File: config.mk
export PLATFORM = sky130hd
export DESIGN_NAME = braille_cell_sequencer
export DESIGN_NICKNAME = d
export VERILOG_FILES = /design/src/rtl/braille_pkg.sv /design/src/rtl/braille_result_fifo.sv /design/src/rtl/braille_cell_sequencer.sv
export SDC_FILE = /design/constraint.sdc
export NUM_CORES = 1
export LEC_CHECK = 0
export CORE_MARGIN = 5
export CORE_UTILIZATION = 45
export CTS_CLUSTER_SIZE = 24
export DETAILED_ROUTE_END_ITERATION = 7
export GPL_ROUTABILITY_DRIVEN = 0
export SYNTH_ARGS = -nofsm -noshare
export SYNTH_HDL_FRONTEND = slang
export SYNTH_SLANG_ARGS = --single-unit
export TNS_END_PERCENT = 30
File: constraint.sdc
create_clock -name clk -period 4 [get_ports clk]
set_input_delay 0.6 -clock clk [delete_from_list [all_inputs] [get_ports clk]]
set_output_delay 0.6 -clock clk [all_outputs]
set_load 0.05 [all_outputs]
File: src/rtl/braille_pkg.sv
// Shared definitions for the braille cell sequencer: FSM state codes, ASCII letter
// ranges and the Grade-1 letter-to-dots table.
package braille_pkg;

    localparam logic [1:0] ST_IDLE = 2'd0;
    localparam logic [1:0] ST_LOAD = 2'd1;
    localparam logic [1:0] ST_HOLD = 2'd2;
    localparam logic [1:0] ST_GAP  = 2'd3;

    localparam logic [7:0] LOWER_FIRST = 8'h61;
    localparam logic [7:0] LOWER_LAST  = 8'h7A;
    localparam logic [7:0] UPPER_FIRST = 8'h41;
    localparam logic [7:0] UPPER_LAST  = 8'h5A;

    localparam int ENTRY_W = 11;

    // Bit k is dot k+1: bits 0-2 are the left column, bits 3-5 the right column.
    function automatic logic [5:0] dots_of(input logic [4:0] letter_index);
        logic [5:0] d;
        case (letter_index)
            5'd0:  d = 6'b000001;
            5'd1:  d = 6'b000011;
            5'd2:  d = 6'b001001;
            5'd3:  d = 6'b011001;
            5'd4:  d = 6'b010001;
            5'd5:  d = 6'b001011;
            5'd6:  d = 6'b011011;
            5'd7:  d = 6'b010011;
            5'd8:  d = 6'b001010;
            5'd9:  d = 6'b011010;
            5'd10: d = 6'b000101;
            5'd11: d = 6'b000111;
            5'd12: d = 6'b001101;
            5'd13: d = 6'b011101;
            5'd14: d = 6'b010101;
            5'd15: d = 6'b001111;
            5'd16: d = 6'b011111;
            5'd17: d = 6'b010111;
            5'd18: d = 6'b001110;
            5'd19: d = 6'b011110;
            5'd20: d = 6'b100101;
            5'd21: d = 6'b100111;
            5'd22: d = 6'b111010;
            5'd23: d = 6'b101101;
            5'd24: d = 6'b111101;
            5'd25: d = 6'b110101;
            default: d = 6'b000000;
        endcase
        return d;
    endfunction

endpackage

File: src/rtl/braille_result_fifo.sv
// Result queue between the classifier and the cell FSM. Registered read; on a
// simultaneous push and pop while full the popped word is the old one.
module braille_result_fifo #(
    parameter int FIFO_DEPTH = 4
) (
    input  logic        clk,
    input  logic        reset_n,
    input  logic        push,
    input  logic        pop,
    input  logic [10:0] din,
    output logic [10:0] dout,
    output logic        full,
    output logic        empty
);
    localparam int AW = $clog2(FIFO_DEPTH);

    logic [10:0]  mem [FIFO_DEPTH];
    logic [AW:0]  wr_ptr_reg;
    logic [AW:0]  rd_ptr_reg;
    logic         do_push;
    logic         do_pop;

    assign empty   = (wr_ptr_reg == rd_ptr_reg);
    assign full    = (wr_ptr_reg[AW] != rd_ptr_reg[AW]) &&
                     (wr_ptr_reg[AW-1:0] == rd_ptr_reg[AW-1:0]);
    assign do_pop  = pop && !empty;
    assign do_push = push && (!full || do_pop);

    always_ff @(posedge clk) begin
        if (do_push) begin
            mem[wr_ptr_reg[AW-1:0]] <= din;
        end
    end

    always_ff @(posedge clk or negedge reset_n) begin
        if (!reset_n) begin
            wr_ptr_reg <= '0;
            rd_ptr_reg <= '0;
            dout       <= '0;
        end else begin
            if (do_push) begin
                wr_ptr_reg <= wr_ptr_reg + 1'b1;
            end
            if (do_pop) begin
                dout       <= mem[rd_ptr_reg[AW-1:0]];
                rd_ptr_reg <= rd_ptr_reg + 1'b1;
            end
        end
    end

endmodule

File: src/rtl/braille_cell_sequencer.sv
// Queues classifier results and shows each letter on a 6-dot braille cell for a
// fixed hold time, followed by an optional blank gap.
module braille_cell_sequencer
    import braille_pkg::*;
#(
    parameter int HOLD_CYCLES = 100_000_000,
    parameter int GAP_CYCLES  = 25_000_000,
    parameter int CNT_BW      = 27,
    parameter int FIFO_DEPTH  = 4
) (
    input  logic       clk,
    input  logic       reset_n,
    input  logic       i_valid,
    input  logic [7:0] i_alpha,
    input  logic [2:0] i_class,
    output logic [5:0] o_dots,
    output logic       o_active,
    output logic [2:0] o_class,
    output logic       o_char_err,
    output logic       o_overflow,
    output logic       o_empty
);
    localparam logic [CNT_BW-1:0] HOLD_LAST = CNT_BW'(HOLD_CYCLES - 1);
    localparam logic [CNT_BW-1:0] GAP_LAST  = CNT_BW'((GAP_CYCLES > 0) ? GAP_CYCLES - 1 : 0);
    localparam logic [1:0]        AFTER_HOLD = (GAP_CYCLES == 0) ? ST_IDLE : ST_GAP;

    logic [1:0]          state_reg;
    logic [CNT_BW-1:0]   cnt_reg;
    logic                fifo_full;
    logic                fifo_empty;
    logic                pop;
    logic [ENTRY_W-1:0]  fifo_dout;
    logic [7:0]          alpha;
    logic                is_lower;
    logic                is_upper;
    logic                char_ok;
    logic [4:0]          letter_idx;

    assign pop = (state_reg == ST_IDLE) && !fifo_empty;

    braille_result_fifo #(
        .FIFO_DEPTH (FIFO_DEPTH)
    ) u_fifo (
        .clk     (clk),
        .reset_n (reset_n),
        .push    (i_valid),
        .pop     (pop),
        .din     ({i_class, i_alpha}),
        .dout    (fifo_dout),
        .full    (fifo_full),
        .empty   (fifo_empty)
    );

    // Upper and lower case share one table index.
    always_comb begin
        alpha      = fifo_dout[7:0];
        is_lower   = (alpha >= LOWER_FIRST) && (alpha <= LOWER_LAST);
        is_upper   = (alpha >= UPPER_FIRST) && (alpha <= UPPER_LAST);
        char_ok    = is_lower || is_upper;
        letter_idx = is_lower ? 5'(alpha - LOWER_FIRST) : 5'(alpha - UPPER_FIRST);
    end

    always_ff @(posedge clk or negedge reset_n) begin
        if (!reset_n) begin
            state_reg  <= ST_IDLE;
            cnt_reg    <= '0;
            o_dots     <= '0;
            o_active   <= 1'b0;
            o_class    <= '0;
            o_char_err <= 1'b0;
            o_overflow <= 1'b0;
            o_empty    <= 1'b1;
        end else begin
            o_char_err <= 1'b0;
            o_empty    <= (state_reg == ST_IDLE) && fifo_empty;
            // A pop in the same cycle frees a slot, so only a true full drops.
            if (i_valid && fifo_full && !pop) begin
                o_overflow <= 1'b1;
            end
            case (state_reg)
                ST_IDLE: begin
                    if (!fifo_empty) begin
                        state_reg <= ST_LOAD;
                    end
                end
                ST_LOAD: begin
                    if (char_ok) begin
                        o_dots    <= dots_of(letter_idx);
                        o_class   <= fifo_dout[10:8];
                        o_active  <= 1'b1;
                        cnt_reg   <= '0;
                        state_reg <= ST_HOLD;
                    end else begin
                        o_char_err <= 1'b1;
                        state_reg  <= ST_IDLE;
                    end
                end
                ST_HOLD: begin
                    if (cnt_reg == HOLD_LAST) begin
                        o_dots    <= '0;
                        o_active  <= 1'b0;
                        cnt_reg   <= '0;
                        state_reg <= AFTER_HOLD;
                    end else begin
                        cnt_reg <= cnt_reg + 1'b1;
                    end
                end
                ST_GAP: begin
                    if (cnt_reg == GAP_LAST) begin
                        cnt_reg   <= '0;
                        state_reg <= ST_IDLE;
                    end else begin
                        cnt_reg <= cnt_reg + 1'b1;
                    end
                end
                default: state_reg <= ST_IDLE;
            endcase
        end
    end

endmodule

==> metrics.txt, run 1 <==
status=finished, final reports clean; clock sink count=103; Compound-Gate Fraction of Synth Area=0.1295; cts bufs inserted=9; H-tree Lvls=3; Crit Path Category=register to register; Seq cells post-synth=between 100 and 150; WP data required=4.30 ns; worst vdd rail ir drop=0.3661 mV; drt first pass iters=4; Pwr per Cell Area=662.5 nW/um^2; layout cells sized above 1=0.1463; Worst Tran Pin Value=1.007 ns; hold_buf cts=0; Reg clk slew, reported paths=0.07 ns; P&R area growth vs syn=12.07%; adder and majority cell fraction of the synthesized area=0.03118; num rows=39; CTS tree=built; fin area=5846 sq um; CP startpoint kind=register; setup tns final=0 ns; hold crit path type=primary input to asynchronous set/reset pin; number of flops mapped to enable cells by yosys=44; Wirelength per Cell=17.22 um; Setup-failing EPs final=0; Max FO, Critical Path=28; Post-synth ARST share=0.5728; post-layout util=0.5141; post-synthesis mux area share=0.08395; most frequent cells in the layout=dfrtp_1, edfxtp_1, nand2_1; Max Freq=329.8 MHz; fin crit period=3.033 ns; most common cell after layout, fill and taps aside=dfrtp_1; vias in the first global route=3583; largest net degree at the start of global routing=between 40 and 50; PostCTS Resize Cnt=0; GRT overflow=0; # fillers=987; RSZ-0062 raised after global routing=no; Reg2Reg Depth=7; Final Max Slew Viols=0; cell taking the most area after synthesis=dfrtp_1; Syn Area/Cell=11.96 sq um; die area=13850 sq um; die boundary width=117.7 um; GRT Total Usage=0.1594; Post-Synthesis Cells=436; max_slew headroom=0.3285; nets=480; post-DR vias/cell=5.852; Unique masters post-synth=67; postcts setup bufs=0; maxcap violations=0; Initial Utilization=0.4588; Worst Path Arrival=3.33 ns; P_leak=2.177 nW; Tcrit/Tclk final=0.7581; Core Footprint=11370 sq um; DPL Wire Length=6953 um; Remaining DRCs=0; Buffers on Ports=26; post-synthesis simple-gate area fraction=0.1638; initial antenna violation count=0; Synth Flop Type=dfrtp_1; Routed Antenna Nets=0; Crit. End Element=register; Vias=3517; sequential share of the synthesized area=0.5366; height of the die=117.7 um; Post-DP Area=5565 sq um; xor-xnor portion of the synthesized cell area=0.02351; clock root cell=clkbuf_16; final WL=slightly above 10000 um; ranking of synthesized cells by area=dfrtp_1, edfxtp_1, mux4_2; Ys Warns=0; DRT iter0 DRCs=between 200 and 300; Post-Route Skew=0.005234 ns; max reg flops=44; num ports=27; Post-Syn Nets=463; Max Buffers Root-to-Sink=2; power consumption=3.873 mW; Final Hold Fails=0; global-route wire length before repair=18150 um; top cell type's share of synthesized area=0.2782; synthesized area=between 5000 and 6000 sq um; clk_lat worst skew=0.35 ns; diodes inserted=0; largest family of logic cells by synthesized area=simple AND/OR/NAND/NOR gates
[worst max-delay path: stages (launching register included)]
cell      delay, ns
dfrtp_1        0.55
inv_1          0.26
ha_1           0.39
or4b_4         0.51
o2111a_2       0.30
a21oi_4        0.61
a22o_1         0.25
a31o_2         0.09
[power breakdown]
part / internal (mW) / leakage, nW / switching, mW
Clock: 0.430 / 0.133 / 0.406
Combinational: 0.621 / 0.886 / 0.761
Sequential: 1.38 / 1.16 / 0.278
[cell usage after synthesis (all sizes together) (4+ instances only)]
master / instances
o31a: 4
nor4: 7
xnor2: 7
a21oi: 11
ha: 13
and2: 10
nor2b: 4
edfxtp: 44
and3: 6
nand2: 33
nor3: 9
o21ai: 29
a22o: 7
nor2: 17
mux2: 13
xor2: 7
nand3: 22
mux4: 11
inv: 9
and4: 5
dfrtp: 58
clkbuf: 13
a31oi: 4
buf: 13
nand2b: 4
a32oi: 5
nand4: 14
o31ai: 6
mux2i: 4
[worst paths after layout]
kind	startpoint	to	slack, ns
min in group clk	o_overflow	o_overflow	0.46
worst min-delay path	reset_n	o_dots[0]	0.40
worst max-delay path	u_fifo.dout[0]	cnt_reg[7]	0.97
worst min register to register	o_overflow	o_overflow	0.46
worst max register to register	u_fifo.dout[0]	cnt_reg[7]	0.97
max in group asynchronous	reset_n	cnt_reg[16]	2.79
[logic make-up (layout without fill, tap and decap cells)]
kind of cell,after synthesis,count (layout)
simple gates,150,150
flops,103,103
compound gates,93,93
buf+inv,35,57
mux,28,28
xor+xnor,14,14
fa+ha+maj,13,13
[final cells by class]
type / count / area (sq um) / area share
clock buffers: 9 / 225.2 / 0.03853
clock inverters: 7 / 55.05 / 0.009418
inverters: 9 / 33.78 / 0.005779
multi-input cells: 298 / 2253 / 0.3855
flip-flops and latches: 103 / 2799 / 0.4788
well taps: 143 / 178.9 / 0.03061
repair buffers: 32 / 300.3 / 0.05137
[layer usage]
| metal | global-route usage | share of wire | wire [um] |
|---|---|---|---|
| met5 | 0 | 0 | 0 |
| met4 | 0.05448 | 0.021 | 222 |
| met3 | 0.04998 | 0.047 | 485 |
| met2 | 0.2472 | 0.47 | 4820 |
| met1 | 0.2123 | 0.47 | 4819 |
[through the flow]
step / std cells / worst slack, ns / hold slack (ns)
floorplan: 436 / 1.411 / 0.3044
global placement: 585 / 1.043 / 0.4470
detailed placement: 585 / 0.9898 / 0.4520
CTS: 601 / 0.9663 / 0.4606
global route: 601 / 0.7364 / 0.4821
finish: 601 / 0.9675 / 0.3987
Note: power is estimated with default switching activity, not from simulation.
==> run 2, diff against run 1 <==
- clock period: 4 -> 3.1 ns (I/O delays scaled with it)
==> run 2 against run 1 <==
Effect of this change:
- routed wire length up 4.6%
- sequential cell count stayed put
- combinational power grew 43%
- utilization is 0.61 points higher
- critical path type unchanged
- setup slack lost 0.49 ns
- sequential share of layout area decreased by 0.56 points
- final cell count rose by 1.5%
- clock-buffer cell count stayed put
- register-to-register slack worse by 0.49 ns
- non-clock buffer count is 9 higher
- maximum frequency up 16%
==> metrics.txt, run 2 (synthesis results as in run 1) <==
nets=489 (+1.9%); fin crit period=2.619 ns (-0.4137 ns); post-layout util=0.5202 (+0.006053); vias in the first global route=3555 (-0.78%); max reg flops=44 (unchanged); Wirelength per Cell=17.74 um (+3.0%); Final Max Slew Viols=0 (unchanged); layout cells sized above 1=0.1627 (+0.01645); largest net degree at the start of global routing=29 (-36%); Crit Path Category=register to register; worst path cell trace=inv_1 -> ha_1 -> or4b_4 -> o2111a_2 -> and3b_1 -> a21oi_4 -> a22o_2; die boundary width=117.7 um (unchanged); Setup-failing EPs final=0 (unchanged); height of the die=117.7 um (unchanged); postcts setup bufs=0 (unchanged); GRT overflow=0 (unchanged); Max Freq=381.9 MHz (+16%); maxcap violations=0 (unchanged); DRT iter0 DRCs=195 (-31%); Buffers on Ports=26 (unchanged); num ports=27 (unchanged); placed cell count=594 (+1.5%); P_leak=2.226 nW (+2.2%); Remaining DRCs=0 (unchanged); Initial Utilization=0.4588 (unchanged); DPL Wire Length=7344 um (+5.6%); CTS tree=built; global-route wire length before repair=18600 um (+2.4%); Routed Antenna Nets=0 (unchanged); most frequent cells in the layout=dfrtp_1, edfxtp_1, nand2_1; Crit. End Element=register; Pwr per Cell Area=857.0 nW/um^2 (+29%); RSZ-0062 raised after global routing=no; Non-Filler Instances=610 (+1.5%); Vias=3546 (+0.82%); worst vdd rail ir drop=0.5683 mV (+55%); max_slew headroom=0.2511 (-0.07738); Worst Tran Pin Value=1.117 ns (+0.1100 ns); num rows=39 (unchanged); setup tns final=0 ns (unchanged); die area=13850 sq um (unchanged); H-tree Lvls=3 (unchanged); Post-Route Skew=0.007201 ns (+0.001968 ns); initial antenna violation count=0 (unchanged); status=finished, final reports clean; GRT Total Usage=0.1675 (+0.008086); CP startpoint kind=register; drt first pass iters=4 (unchanged); Tcrit/Tclk final=0.8448 (+0.08664); WP data required=3.39 ns (-0.91 ns); Reg clk slew, reported paths=0.07 ns (about the same); hold slack final=0.1571 ns (-0.2416 ns); clk_lat worst skew=0.36 ns (about the same); P&R area growth vs syn=13.38%; PostCTS Resize Cnt=0 (unchanged); post-DR vias/cell=5.813 (-0.66%); clock root cell=clkbuf_16; CP max-delay cell=or4b_4; most common cell after layout, fill and taps aside=dfrtp_1; hold_buf cts=0 (unchanged); final WL=10820 um (+4.6%); Worst Path Arrival=2.91 ns (-0.42 ns); CP max stage delay=0.51 ns (-0.10 ns); cts bufs inserted=9 (unchanged); clock sink count=103 (unchanged); Max FO, Critical Path=10 (-64%); Core Footprint=11370 sq um (unchanged); hold crit path type=primary input to asynchronous set/reset pin; Final Hold Fails=0 (unchanged); diodes inserted=0 (unchanged); Max Buffers Root-to-Sink=2 (unchanged)
==> run 2: changes by cell type in the layout (fill, tap and decap cells not counted), sizes merged <==
cell      delta
clkinv       +1
buf          +9
clkinvlp     -1
==> run 2: final cells by class <==
type | count | area (sq um)
inverter | 9 | 33.78
fill | 1006 | 5455
clock inverter | 7 | 56.30
tap | 143 | 178.9
sequential | 103 | 2799
multi-input combinational | 298 | 2253
clock buffer | 9 | 225.2
timing repair buffer | 41 | 367.9
==> run 2: critical path: cells and delay by family (launching register included) <==
family / cells / cell delay [ns]
adders and majority gates: 1 / 0.41
AOI/OAI and AO/OA: 3 / 0.72
and+or+nand+nor: 2 / 0.86
buffers and inverters: 1 / 0.18
DFF: 1 / 0.38
==> run 2: through the flow <==
stage	power [mW]	setup slack, ns	cell area, sq um
6_report	5.069	0.4812	5914
5_1_grt	5.432	0.2678	5914
4_1_cts	5.146	0.4893	5914
3_5_place_dp	4.042	0.5028	5633
3_3_place_gp	3.995	0.5900	5633
2_1_floorplan	3.490	0.5114	5216
==> run 2: final timing paths <==
kind / slack, ns / startpoint / end / cells past startpoint
worst max-delay path: 0.48 / u_fifo.dout[0] / o_dots[3] / 7
worst min-delay path: 0.16 / reset_n / o_char_err / 1
worst max register to register: 0.48 / u_fifo.dout[0] / o_dots[3] / 7
worst min register to register: 0.47 / o_overflow / o_overflow / 1
max in group asynchronous: 2.23 / reset_n / cnt_reg[2] / 2
min in group clk: 0.47 / o_overflow / o_overflow / 1
==> run 2: power by group <==
| group | internal [mW] | switching [mW] |
|---|---|---|
| Sequential | 1.78 | 0.227 |
| Clock | 0.556 | 0.524 |
| Combinational | 0.847 | 1.14 |
| Total | 3.18 | 1.89 |
==> run 2: routing by layer <==
layer	track usage	part of all wire
met2	0.2606	0.48
met3	0.04613	0.046
met1	0.2195	0.45
met4	0.07312	0.022
met5	0	0
==> run 3, diff against run 2 <==
- PLACE_DENSITY: not set -> 0.65
- clock period: 3.1 -> 2.28 ns (I/O delays scaled with it)
==> run 3 against run 2 <==
Effect of this change:
- combinational power is 51% higher
- final cell count grew 3.6%
- die area stayed put
- sequential cell count unchanged
- clock skew rose by 0.010 ns
- routed wire length rose by 2.4%
- highest routed layer unchanged
==> metrics.txt, run 3 (synthesis results as in run 1) <==
Max FO, Critical Path=7 (-3); GRT overflow=0 (unchanged); post-DR vias/cell=5.858 (+0.77%); # fillers=985 (-2.1%); Final Hold Fails=0 (unchanged); Vias=3702 (+4.4%); setup tns final=0 ns (unchanged); most frequent cells in the layout=dfrtp_1, edfxtp_1, buf_4; maxcap violations=0 (unchanged); most common cell after layout, fill and taps aside=dfrtp_1; Reg clk slew, reported paths=0.07 ns (about the same); final WL=11080 um (+2.4%); clk_lat worst skew=0.35 ns (about the same); Pwr per Cell Area=1174 nW/um^2 (+37%); area of the multi-input gates=2306 sq um (+2.3%); worst r2r src=u_fifo.dout[0]; status=finished, final reports clean; die boundary width=117.7 um (unchanged); height of the die=117.7 um (unchanged); Worst Tran Pin Value=0.6855 ns (-0.4318 ns); Crit Path Category=register to register; die area=13850 sq um (unchanged); CTS tree=built; Buffers on Ports=26 (unchanged); vias in the first global route=3648 (+2.6%); clock root cell=clkbuf_16; Post-Route Skew=0.01743 ns (+0.01023 ns); Final Max Slew Viols=0 (unchanged); GRT Total Usage=0.1625 (-0.005001); drt first pass iters=5 (+1); RSZ-0062 raised after global routing=no; Setup crit end=o_dots[3]; cts bufs inserted=9 (unchanged); num rows=39 (unchanged); Setup-failing EPs final=0 (unchanged); H-tree Lvls=3 (unchanged); FF+latch area=2800 sq um (about the same); largest net degree at the start of global routing=29 (unchanged); critical path startpoint=u_fifo.dout[0]; P_leak=2.374 nW (+6.7%); Max Freq=451.2 MHz (+18%); nets=511 (+4.5%); placed cell count=614 (+3.4%); Core Footprint=11370 sq um (unchanged); DPL Wire Length=7865 um (+7.1%); max_slew headroom=0.5415 (+0.2904); Crit. End Element=register; postcts setup bufs=0 (unchanged); WP data required=2.55 ns (-0.84 ns); DRT iter0 DRCs=261 (+34%); Remaining DRCs=0 (unchanged); Routed Antenna Nets=0 (unchanged); hold crit path type=register to register; worst vdd rail ir drop=0.7386 mV (+30%); power consumption=7.251 mW (+43%); Non-Filler Instances=632 (+3.6%); layout cells sized above 1=0.2086 (+0.04585); Initial Utilization=0.4588 (unchanged); fin crit period=2.216 ns (-0.4026 ns); Reg2Reg Setup Slack=0.06 ns (-0.42 ns); CP startpoint kind=register; diodes inserted=0 (unchanged); reg-to-reg endpoint=o_dots[3]; Worst Path Arrival=2.49 ns (-0.42 ns); Wirelength per Cell=17.53 um (-1.2%); num ports=27 (unchanged); Reg2Reg Depth=7 (unchanged); initial antenna violation count=0 (unchanged); global-route wire length before repair=18490 um (-0.55%); P&R area growth vs syn=18.40%; Tcrit/Tclk final=0.9720 (+0.1273); clock sink count=103 (unchanged); Max Buffers Root-to-Sink=2 (unchanged); max reg flops=44 (unchanged)
## run 3: changes by cell type in the layout (fill, tap and decap cells not counted), sizes merged
cell / delta
clkinv: -1
buf: +20
and3b: +1
bufinv: +1
clkbuf: +1
clkinvlp: -1
dlygate4sd3: +1
## run 3: power breakdown
part | internal, mW | leakage [nW] | switching [mW]
registers | 2.42 | 1.16 | 0.287
clock network | 0.871 | 0.151 | 0.696
logic | 1.32 | 1.07 | 1.66
## run 3: metal layers
layer  wire length [um]  vias to the layer above  global-route usage
li1                   -                     1784                   -
met1               5150                     1846              0.2162
met2               5464                       64              0.2652
met3                367                        8             0.04037
met4                 93                        0             0.04516
met5                  0                        -                   0
## run 3: worst min-delay path by stage
stage / start / end / cells past startpoint / slack, ns
2_1_floorplan: reset_n / asynchronous set/reset pin / 0 / 0.05
3_3_place_gp: reset_n / cnt_reg[8] / 1 / 0.33
3_5_place_dp: reset_n / cnt_reg[8] / 1 / 0.32
4_1_cts: o_overflow / o_overflow / 1 / 0.46
5_1_grt: o_overflow / o_overflow / 1 / 0.48
6_report: o_overflow / o_overflow / 1 / 0.46
## run 3: cell type report
type | count | share of cell area
clock buffer | 10 | 0.03707
clock inverter | 6 | 0.01256
inverter | 9 | 0.007091
multi-input combinational | 299 | 0.3734
sequential | 103 | 0.4534
tap | 143 | 0.02897
timing repair buffer | 62 | 0.08752
## run 3: metrics by stage
stage / util / instance area (sq um) / hold WS (ns) / worst slack (ns)
floorplan: - / 5269 / 0.04641 / -0.1059
global placement: 0.5117 / 5818 / 0.3283 / 0.06084
detailed placement: 0.5117 / 5818 / 0.3224 / -0.02385
CTS: 0.5397 / 6136 / 0.4641 / 0.01715
global route: 0.5432 / 6176 / 0.4837 / 0.005200
finish: 0.5432 / 6176 / 0.4589 / 0.06379
## run 3: worst max-delay path, cell delays in order, from the launching register on
cell	delay [ns]
dfrtp_2	0.45
inv_8	0.08
ha_4	0.12
or4b_4	0.47
o2111a_2	0.33
and3b_2	0.30
a21oi_4	0.21
a22o_2	0.17
## run 3: timing repair
item                       4_1_cts  5_1_grt
hold endpoints to repair        16        0
hold buffers                     1        0
cloned                           0        1
gates resized for setup          1        5
setup endpoints to repair        8       22
